--- config.mk ---
export PLATFORM = sky130hd
export DESIGN_NAME = reel_stop_engine_flat
export DESIGN_NICKNAME = d
export VERILOG_FILES = /design/src/rtl/reel_stop_engine_pkg.sv /design/src/rtl/reel_stop_engine_if.sv /design/src/rtl/reel_stop_engine_map_table.sv /design/src/rtl/reel_stop_engine.sv /design/src/flat_wrapper.sv
export SDC_FILE = /design/constraint.sdc
export NUM_CORES = 2
export LEC_CHECK = 0
export CORE_UTILIZATION = 45
export CTS_BUF_LIST = sky130_fd_sc_hd__clkbuf_8
export DETAILED_ROUTE_END_ITERATION = 6
export GPL_TIMING_DRIVEN = 0
export PLACE_DENSITY_LB_ADDON = 0.08
export REMOVE_ABC_BUFFERS = 1
export SETUP_SLACK_MARGIN = 0.4
export SLEW_MARGIN = 20
export SYNTH_ARGS = -nofsm -noshare
export SYNTH_HDL_FRONTEND = slang
export SYNTH_SLANG_ARGS = --single-unit
export TNS_END_PERCENT = 10
--- constraint.sdc ---
create_clock -name clk -period 5.8 [get_ports clk]
set_clock_uncertainty 0.1 [all_clocks]
set_input_delay 1.74 -clock clk [delete_from_list [all_inputs] [get_ports clk]]
set_output_delay 1.74 -clock clk [all_outputs]
set_load 0.02 [all_outputs]
--- src/rtl/reel_stop_engine_pkg.sv ---
// Shared types and constants for the multi-reel spin/stop engine.
package reel_stop_engine_pkg;

  typedef enum logic [1:0] {
    StIdle,
    StSpin,
    StStopping,
    StDone
  } reel_state_e;

  localparam int unsigned VSTOP_W_DEF = 6;
  localparam int unsigned PSTOP_W_DEF = 5;

  // Galois right-shift mask for x^16 + x^14 + x^13 + x^11 + 1.
  localparam logic [15:0] LFSR_POLY   = 16'hB400;
  localparam logic [15:0] SEED_SPREAD = 16'h1F35;

  function automatic logic [15:0] lfsr_step(input logic [15:0] s);
    return {1'b0, s[15:1]} ^ (s[0] ? LFSR_POLY : 16'h0000);
  endfunction

  function automatic logic [15:0] lfsr_seed(input logic [15:0] base, input int unsigned r);
    return base ^ 16'((r + 1) * SEED_SPREAD);
  endfunction

endpackage

--- src/rtl/reel_stop_engine_if.sv ---
// Game-FSM / renderer facing bus of the reel stop engine.
// REEL_FORCE_STOP_EN adds force_en/force_vstop for deterministic stop selection.
interface reel_stop_engine_if #(
  parameter int unsigned NUM_REELS = 3,
  parameter int unsigned VSTOP_W   = 6,
  parameter int unsigned PSTOP_W   = 5
);
  localparam int unsigned CfgReelW = (NUM_REELS > 1) ? $clog2(NUM_REELS) : 1;

  logic                         spin_req;
  logic                         stop_req;
  logic                         cfg_we;
  logic [CfgReelW-1:0]          cfg_reel;
  logic [VSTOP_W-1:0]           cfg_addr;
  logic [PSTOP_W-1:0]           cfg_data;
  logic                         cfg_err;
  logic                         busy;
  logic [NUM_REELS*PSTOP_W-1:0] reel_pos;
  logic [NUM_REELS-1:0]         reel_stopped;
  logic                         done;
`ifdef REEL_FORCE_STOP_EN
  logic                         force_en;
  logic [NUM_REELS*VSTOP_W-1:0] force_vstop;
`endif

  modport master (
    output spin_req, stop_req, cfg_we, cfg_reel, cfg_addr, cfg_data,
`ifdef REEL_FORCE_STOP_EN
    output force_en, force_vstop,
`endif
    input  cfg_err, busy, reel_pos, reel_stopped, done
  );

  modport slave (
    input  spin_req, stop_req, cfg_we, cfg_reel, cfg_addr, cfg_data,
`ifdef REEL_FORCE_STOP_EN
    input  force_en, force_vstop,
`endif
    output cfg_err, busy, reel_pos, reel_stopped, done
  );

endinterface

--- src/rtl/reel_stop_engine_map_table.sv ---
// Per-reel virtual-to-physical stop map: identity after reset, sync write, comb read.
module reel_stop_engine_map_table #(
  parameter int unsigned VSTOP_W = 6,
  parameter int unsigned PSTOP_W = 5
) (
  input  logic               clk,
  input  logic               rst_n,
  input  logic               we,
  input  logic [VSTOP_W-1:0] waddr,
  input  logic [PSTOP_W-1:0] wdata,
  input  logic [VSTOP_W-1:0] raddr,
  output logic [PSTOP_W-1:0] rdata
);
  localparam int unsigned Depth = 2 ** VSTOP_W;

  logic [PSTOP_W-1:0] mem [Depth];

  always_ff @(posedge clk) begin
    if (!rst_n) begin
      for (int v = 0; v < Depth; v++) begin
        mem[v] <= PSTOP_W'(v);
      end
    end else if (we) begin
      mem[waddr] <= wdata;
    end
  end

  assign rdata = mem[raddr];

endmodule

--- src/rtl/reel_stop_engine.sv ---
// Spin/stop sequencer for NUM_REELS reels with weighted stop maps and staggered stops.
// REEL_FORCE_STOP_EN lets force_vstop replace the LFSR stop source on the stop edge.
module reel_stop_engine
  import reel_stop_engine_pkg::*;
#(
  parameter int unsigned NUM_REELS = 3,
  parameter int unsigned VSTOP_W   = VSTOP_W_DEF,
  parameter int unsigned PSTOP_W   = PSTOP_W_DEF,
  parameter int unsigned STOP_GAP  = 16,
  parameter int unsigned SPIN_DIV  = 4,
  parameter logic [15:0] LFSR_SEED = 16'hACE1
) (
  input logic              clk,
  input logic              rst_n,
  reel_stop_engine_if.slave bus
);
  localparam int unsigned CfgReelW = (NUM_REELS > 1) ? $clog2(NUM_REELS) : 1;
  localparam int unsigned DivW     = $clog2(SPIN_DIV + 1);
  localparam int unsigned GapW     = $clog2(NUM_REELS * STOP_GAP + 1);

  reel_state_e                  state_q;
  logic                         busy_q;
  logic                         done_q;
  logic                         cfg_err_q;
  logic [NUM_REELS*PSTOP_W-1:0] reel_pos_q;
  logic [NUM_REELS-1:0]         reel_stopped_q;
  logic [DivW-1:0]              div_q;
  logic [GapW-1:0]              gap_q;
  logic [15:0]                  lfsr_q    [NUM_REELS];
  logic [VSTOP_W-1:0]           vstop_q   [NUM_REELS];
  logic [VSTOP_W-1:0]           vstop_src [NUM_REELS];
  logic [PSTOP_W-1:0]           map_rd    [NUM_REELS];
  logic [NUM_REELS-1:0]         map_we;
  logic                         cfg_ok;
  logic                         div_tick;

  assign cfg_ok   = bus.cfg_we && (state_q == StIdle) && (32'(bus.cfg_reel) < NUM_REELS);
  assign div_tick = (div_q == DivW'(SPIN_DIV - 1));

  for (genvar r = 0; r < NUM_REELS; r++) begin : g_reel
    assign map_we[r] = cfg_ok && (bus.cfg_reel == CfgReelW'(r));

`ifdef REEL_FORCE_STOP_EN
    assign vstop_src[r] = bus.force_en ? bus.force_vstop[r*VSTOP_W +: VSTOP_W]
                                       : lfsr_q[r][VSTOP_W-1:0];
`else
    assign vstop_src[r] = lfsr_q[r][VSTOP_W-1:0];
`endif

    reel_stop_engine_map_table #(
      .VSTOP_W(VSTOP_W),
      .PSTOP_W(PSTOP_W)
    ) u_map (
      .clk  (clk),
      .rst_n(rst_n),
      .we   (map_we[r]),
      .waddr(bus.cfg_addr),
      .wdata(bus.cfg_data),
      .raddr(vstop_q[r]),
      .rdata(map_rd[r])
    );
  end

  always_ff @(posedge clk) begin
    if (!rst_n) begin
      state_q        <= StIdle;
      busy_q         <= 1'b0;
      done_q         <= 1'b0;
      cfg_err_q      <= 1'b0;
      reel_pos_q     <= '0;
      reel_stopped_q <= '1;
      div_q          <= '0;
      gap_q          <= '0;
      for (int r = 0; r < NUM_REELS; r++) begin
        lfsr_q[r]  <= lfsr_seed(LFSR_SEED, r);
        vstop_q[r] <= '0;
      end
    end else begin
      for (int r = 0; r < NUM_REELS; r++) begin
        lfsr_q[r] <= lfsr_step(lfsr_q[r]);
      end
      cfg_err_q <= bus.cfg_we && !cfg_ok;
      done_q    <= 1'b0;

      // Reel motion shared by SPIN and STOPPING; in SPIN no reel is stopped.
      if (state_q == StSpin || state_q == StStopping) begin
        div_q <= div_tick ? '0 : div_q + DivW'(1);
        for (int r = 0; r < NUM_REELS; r++) begin
          if (!reel_stopped_q[r]) begin
            if (state_q == StStopping && gap_q == GapW'((r + 1) * STOP_GAP - 1)) begin
              reel_pos_q[r*PSTOP_W +: PSTOP_W] <= map_rd[r];
              reel_stopped_q[r]                <= 1'b1;
            end else if (div_tick) begin
              reel_pos_q[r*PSTOP_W +: PSTOP_W] <= reel_pos_q[r*PSTOP_W +: PSTOP_W] + PSTOP_W'(1);
            end
          end
        end
      end

      unique case (state_q)
        StIdle: begin
          if (bus.spin_req) begin
            state_q        <= StSpin;
            reel_stopped_q <= '0;
            div_q          <= '0;
            busy_q         <= 1'b1;
          end
        end
        StSpin: begin
          if (bus.stop_req) begin
            state_q <= StStopping;
            gap_q   <= '0;
            for (int r = 0; r < NUM_REELS; r++) begin
              vstop_q[r] <= vstop_src[r];
            end
          end
        end
        StStopping: begin
          if (&reel_stopped_q) begin
            state_q <= StDone;
            done_q  <= 1'b1;
            busy_q  <= 1'b0;
          end else begin
            gap_q <= gap_q + GapW'(1);
          end
        end
        StDone: begin
          state_q <= StIdle;
        end
      endcase
    end
  end

  assign bus.busy         = busy_q;
  assign bus.done         = done_q;
  assign bus.cfg_err      = cfg_err_q;
  assign bus.reel_pos     = reel_pos_q;
  assign bus.reel_stopped = reel_stopped_q;

endmodule

--- src/flat_wrapper.sv ---
// flat-port wrapper written by rule: the top's interface ports become plain ports
module reel_stop_engine_flat import reel_stop_engine_pkg::*;
#(
  parameter int unsigned NUM_REELS = 3,
  parameter int unsigned VSTOP_W   = VSTOP_W_DEF,
  parameter int unsigned PSTOP_W   = PSTOP_W_DEF,
  parameter int unsigned STOP_GAP  = 16,
  parameter int unsigned SPIN_DIV  = 4,
  parameter logic [15:0] LFSR_SEED = 16'hACE1
)
  (clk, rst_n, bus_spin_req, bus_stop_req, bus_cfg_we, bus_cfg_reel, bus_cfg_addr, bus_cfg_data, bus_cfg_err, bus_busy, bus_reel_pos, bus_reel_stopped, bus_done);
  reel_stop_engine_if #(.NUM_REELS(NUM_REELS), .VSTOP_W(VSTOP_W), .PSTOP_W(PSTOP_W)) bus_i ();
  input logic clk;
  input logic rst_n;
  input wire logic [$bits(bus_i.spin_req)-1:0] bus_spin_req;
  input wire logic [$bits(bus_i.stop_req)-1:0] bus_stop_req;
  input wire logic [$bits(bus_i.cfg_we)-1:0] bus_cfg_we;
  input wire logic [$bits(bus_i.cfg_reel)-1:0] bus_cfg_reel;
  input wire logic [$bits(bus_i.cfg_addr)-1:0] bus_cfg_addr;
  input wire logic [$bits(bus_i.cfg_data)-1:0] bus_cfg_data;
  output wire logic [$bits(bus_i.cfg_err)-1:0] bus_cfg_err;
  output wire logic [$bits(bus_i.busy)-1:0] bus_busy;
  output wire logic [$bits(bus_i.reel_pos)-1:0] bus_reel_pos;
  output wire logic [$bits(bus_i.reel_stopped)-1:0] bus_reel_stopped;
  output wire logic [$bits(bus_i.done)-1:0] bus_done;
  assign bus_i.spin_req = bus_spin_req;
  assign bus_i.stop_req = bus_stop_req;
  assign bus_i.cfg_we = bus_cfg_we;
  assign bus_i.cfg_reel = bus_cfg_reel;
  assign bus_i.cfg_addr = bus_cfg_addr;
  assign bus_i.cfg_data = bus_cfg_data;
  assign bus_cfg_err = bus_i.cfg_err;
  assign bus_busy = bus_i.busy;
  assign bus_reel_pos = bus_i.reel_pos;
  assign bus_reel_stopped = bus_i.reel_stopped;
  assign bus_done = bus_i.done;
  reel_stop_engine #(.NUM_REELS(NUM_REELS), .VSTOP_W(VSTOP_W), .PSTOP_W(PSTOP_W), .STOP_GAP(STOP_GAP), .SPIN_DIV(SPIN_DIV), .LFSR_SEED(LFSR_SEED)) u_core (.clk(clk), .rst_n(rst_n), .bus(bus_i));
endmodule
== Yosys cells after proc, flatten, opt, wreduce, memory -nomap -nowiden ==
Memories as Yosys holds them, arrays and structs flattened.
Index checks and enable logic that the tools add are counted.

* Add/sub/neg operators: 5
* Multiply operators: 0
* Div/mod/pow operators: 0
* $lt $le $gt $ge: 1
* Equal/unequal tests: 13
* Shift operators: 0
* Multiplexer cells: 63
* Bitwise logic cells: 12
* Reductions and logical operators: 29

{| class="wikitable"
|+ Operator list
! operator !! number
|-
| 16-bit two-way mux || 6
|-
| 6-bit two-way mux || 8
|-
| 15-bit by 16-bit bitwise XOR with 16-bit output || 3
|-
| 5-bit two-way mux || 9
|-
| 1-bit two-way mux || 27
|-
| 3-bit two-way mux || 7
|-
| 3-bit AND reduction || 7
|-
| 5-bit by 1-bit adder with 5-bit output, second input constant || 3
|-
| 5-bit OR reduction || 3
|-
| 6-bit one-hot mux with 2 select lines || 1
|-
| 2-bit nonzero test || 5
|-
| 1-bit logical AND || 9
|-
| 2-bit inequality test, second input constant || 4
|-
| 2-bit one-hot mux with 4 select lines || 1
|-
| 6-bit by 1-bit adder with 6-bit output, second input constant || 1
|-
| 2-bit equality test, second input constant || 3
|-
| 6-bit by 4-bit equality test with 1-bit output, second input constant || 1
|-
| 6-bit by 5-bit equality test with 1-bit output, second input constant || 1
|-
| 6-bit equality test, second input constant || 1
|-
| 2-bit two-way mux || 3
|-
| 1-bit bitwise OR || 6
|-
| 2-bit by 1-bit equality test with 1-bit output, second input constant || 2
|-
| 2-bit logical NOT || 2
|-
| 3-bit by 1-bit adder with 3-bit output, second input constant || 1
|-
| other kinds (7) || 9
|}

* Register bits after elaboration: 32
* Bits in latches: 0
* Memory bits (writable): 1026
* ROM bits: 0
* Input port bits: 18
* Output and inout bits: 21
* Logic and storage cells: 138
* Memories: 5

{| class="wikitable"
|+ Memory list
! memory !! depth !! bits a word !! rd ports !! clocked after memory_dff !! write ports !! line !! RTL
|-
| u_core.g_reel[0].u_map.mem || 64 || 5 || 1 || 0 || 64 || reel_stop_engine_map_table.sv:16 || <nowiki>logic [PSTOP_W-1:0] mem [Depth];</nowiki>
|-
| u_core.g_reel[1].u_map.mem || 64 || 5 || 1 || 0 || 64 || reel_stop_engine_map_table.sv:16 ||
|-
| u_core.g_reel[2].u_map.mem || 64 || 5 || 1 || 0 || 64 || reel_stop_engine_map_table.sv:16 ||
|-
| u_core.lfsr_q || 3 || 16 || 3 || 0 || 3 || reel_stop_engine.sv:29 || <nowiki>logic [15:0] lfsr_q [NUM_REELS];</nowiki>
|-
| u_core.vstop_q || 3 || 6 || 3 || 0 || 3 || reel_stop_engine.sv:30 || <nowiki>logic [VSTOP_W-1:0] vstop_q [NUM_REELS];</nowiki>
|}

== Depth between registers and ports, before layout ==
* Depth in word-level cells: 9
* Gate-level depth with buffers: 10
* Depth with buffers taken out: 8

== Hierarchy ==
From an unflattened synthesis, not the netlist that was laid out.

* Cells, all modules: 3643
* Area total of the unflattened synthesis: 49073.3 um^2

{| class="wikitable"
|+ By module, submodules not included
! module !! instances !! cells each !! area an instance (um^2) !! seq. area each (um^2)
|-
| reel_stop_engine_map_table || 3 || 1093 || 15079.5 || 9609.2
|-
| reel_stop_engine || 1 || 364 || 3834.9 || 2142.1
|}

== Least setup slack after synthesis ==
No wires, ideal clock.

* Path kind: input to register
* Start: input bus_cfg_addr[4]
* End: memory u_core.g_reel[0].u_map.mem[23][0] (enable)
* Setup time: 0.374 ns
* Data arrival time: 3.131 ns
* Data required time: 5.326 ns
* Slack: 2.195 ns
* Stages: 5
* Path buffers: 2
* Cell sequence: clkbuf_1 > nor3b_1 > nand2_1 > clkbuf_1 > o21ai_0

{| class="wikitable"
|+ RTL lines
! item !! line !! RTL
|-
| start: declaration || flat_wrapper.sv:19 || <nowiki>input wire logic [$bits(bus_i.cfg_addr)-1:0] bus_cfg_addr;</nowiki>
|-
| end: declaration || reel_stop_engine_map_table.sv:16 ||
|}

==> metrics.csv <==
metric,value,unit
die height,333.2,um
Post-Syn Area,49360,sq um
GPL Wtd Cong,0.8484,
HP Class,flip-flop to flip-flop,
DR iter-0 viols,3131,
final wirelength,145700,um
CTS sink cnt,1058,
cts repair resizes,0,
total grt overflow,0,
Switching Power,0.004892,W
synth warn,0,
Placed Instances,4722,
Syn Inst Count,3587,
initial antenna violation count,7,
gr usage total,26.35,%
CTS tree,yes,
RSZ-0062 raised after global routing,false,
WP data required,6.19,ns
hold-fix buffers at CTS,0,
Starting Density,45.35,%
Avg Inst Size Synth,13.76,sq um
clock root cell,clkbuf_8,
FF+latch area,30970,sq um
Seq pwr share,49.1,%
top_reg_cell synth,edfxtp_1,
CTS buffer count,183,
Multi-input gate area,16750,sq um
clk buf depth,3,
vias in the first global route,31160,
post-synth top area cell,edfxtp_1,
io pins,39,
number of synthesized flops with an enable pin,978,
Die W,333.2,um
Slowest cell on crit path,o21ai_0,
clock power share,35.6,%
number of synthesized register bits,1058,
full die area,111000,sq um
max incr delay on CP,0.94,ns
"Seq/Total Area, Yosys",62.74,%
Slew HR,21.29,%
internal power,0.01274,W
Tmin final,4.672,ns
synth cell count leaders,"edfxtp_1 (978), and3_1 (487), or3_1 (377)",
routed vias/inst,6.203,
CP Capture Type,flip-flop,
fillcell total,9177,
P&R area growth vs syn,11.24,%
Power Dens Cells,321.2,nW/um^2
Fin. Hold Viols,0,
crit path cell chain,clkdlybuf4s50_1 > nand2_1 > nor2_1 > nand2_1 > o21ai_0,
worst endpoint data arrival time,5.07,ns
Max Slew Vio Count,0,
CP Class,input port to flip-flop,
# nets final,3520,
status,"complete, no violations",
port buffer count,38,
first-pass GRT wire length,213900,um
Final Cycle Share,80.55,%
Peak VDD IR,0.2331,mV
Via Count,31290,
num rows,121,
Synth async-reset ratio,0,%
final cell count without fillers,5045,
share of cells above drive strength 1,20.07,%
Detailed Place HPWL,97180,um
1st-pass router iterations,6,
Fin Hold WS,0.3115,ns
largest net degree at the start of global routing,106,
latest clock arrival within the worst-skew pair,0.88,ns
count of final setup violators,0,
"count leader, synth",edfxtp_1,
startpoint class of the critical path,input port,
core footprint,108900,sq um
Leak,18.13,nW
Synth top area share,59.50,%
CP most frequent cell,nand2_1,
Unique masters post-synth,59,
Tightest Pin Transition,1.168,ns
CP Max Fanout,15,
detailed-route wire length per cell,28.89,um
Antenna Nets Post-Route,0,
combinational share of power,15.3,%
max_cap viols,0,
H-tree depth,4,
Max Fclk,214.0,MHz
Sw Share,27.74,%
Area contributors post-synth,"edfxtp_1 (59%), mux4_2 (12%), and3_1 (6.2%)",
setup repair bufs after CTS,0,
drt drc,0,
"Clk pin slew, worst setup/hold paths",0.06,ns
==> routing by layer <==
layer / vias up / track usage, % / part of all wire [%]
li1: 13540 / - / -
met1: 16180 / 37.15 / 43
met2: 1351 / 40.66 / 46
met3: 216 / 6.006 / 8.3
met4: 6 / 8.158 / 2.6
met5: - / 0 / 0.024
==> cell usage in the layout, fill, tap and decap left out, types with 39 or more instances in the layout <==
cell	instances
edfxtp_1	978
and3_1	487
or3_1	376
mux4_2	257
nand2_1	230
clkbuf_8	198
o21ai_0	135
nor2_1	113
or2_2	110
dfxtp_1	80
inv_1	69
buf_8	55
mux2i_1	54
nand3_1	39
==> final cells by class <==
type	count	area share, %
repair buffers	133	3.769
well taps	1414	3.222
inverters	11	0.07519
clock buffers	198	4.963
clock inverters	122	1.046
multi-input cells	2106	30.51
flip-flops and latches	1058	56.40
diodes	3	0.01367
==> cell families after synthesis <==
family / Yosys count / synth area share (%)
simple gates: 1507 / 17.30
flops: 1058 / 62.74
fa+ha+maj: 9 / 0.2281
mux: 319 / 13.00
compound gates: 254 / 2.981
buf+inv: 423 / 3.447
xor+xnor: 17 / 0.3017
==> final timing paths <==
path                                                          from                                               to  slack, ns  depth (start not counted)
worst max-delay path                               bus_cfg_addr[2]  u_core.g_reel[0].u_map.mem[13][1]$_SDFFCE_PN0P_       1.13                          5
worst min-delay path               u_core.lfsr_q[0][26]$_SDFF_PN0_                  u_core.lfsr_q[0][25]$_SDFF_PN1_       0.31                          1
worst max register to register  u_core.vstop_q[0][0]$_SDFFCE_PN0P_              u_core.bus.reel_pos[2]$_SDFFE_PN0P_       1.60                         11
worst min register to register     u_core.lfsr_q[0][26]$_SDFF_PN0_                  u_core.lfsr_q[0][25]$_SDFF_PN1_       0.31                          1
==> power groups by stage <==
| stage | Clock, W | Sequential [W] | Combinational [W] |
|---|---|---|---|
| 5_1_grt | 0.00669 | 0.00868 | 0.00283 |
| 4_1_cts | 0.00639 | 0.00867 | 0.00268 |
| 3_5_place_dp | 0 | 0.00882 | 0.00268 |
| 2_1_floorplan | 0 | 0.00898 | 0.00118 |
| 3_3_place_gp | 0 | 0.00927 | 0.00207 |
| 6_report | 0.00628 | 0.00866 | 0.00269 |
==> worst max-delay path: cells and delay by family <==
family	cells	cell delay, ns
AO/OA/AOI/OAI	1	0.94
buffers and inverters	1	0.74
AND/OR/NAND/NOR	3	1.61
==> flip-flops by register name, indices dropped and copies added, names as in the netlist <==
| register | count |
|---|---|
| u_core.g_reel.u_map.mem | 960 |
| u_core.lfsr_q | 48 |
| u_core.vstop_q | 18 |
| u_core.bus.reel_pos | 15 |
| u_core.gap_q | 6 |
| u_core.bus.reel_stopped | 3 |
| u_core.div_q | 3 |
| u_core.state_q | 2 |
| u_core.bus.busy | 1 |
| u_core.bus.cfg_err | 1 |
| u_core.bus.done | 1 |
==> stage by stage <==
step	utilization [%]	TNS (ns)	total power [W]	setup WS, ns	area [sq um]
final	50.44	0	0.01763	1.128	54910
after global routing	50.44	0	0.01820	0.9723	54910
after CTS	50.42	0	0.01774	1.214	54890
after detailed placement	47.39	0	0.01149	0.2759	51590
after global placement	45.80	-	0.01133	-19.63	49850
after floorplan	-	-1048.51	0.01016	-3.489	47700
No activity file was read; power rests on OpenSTA's default activity.
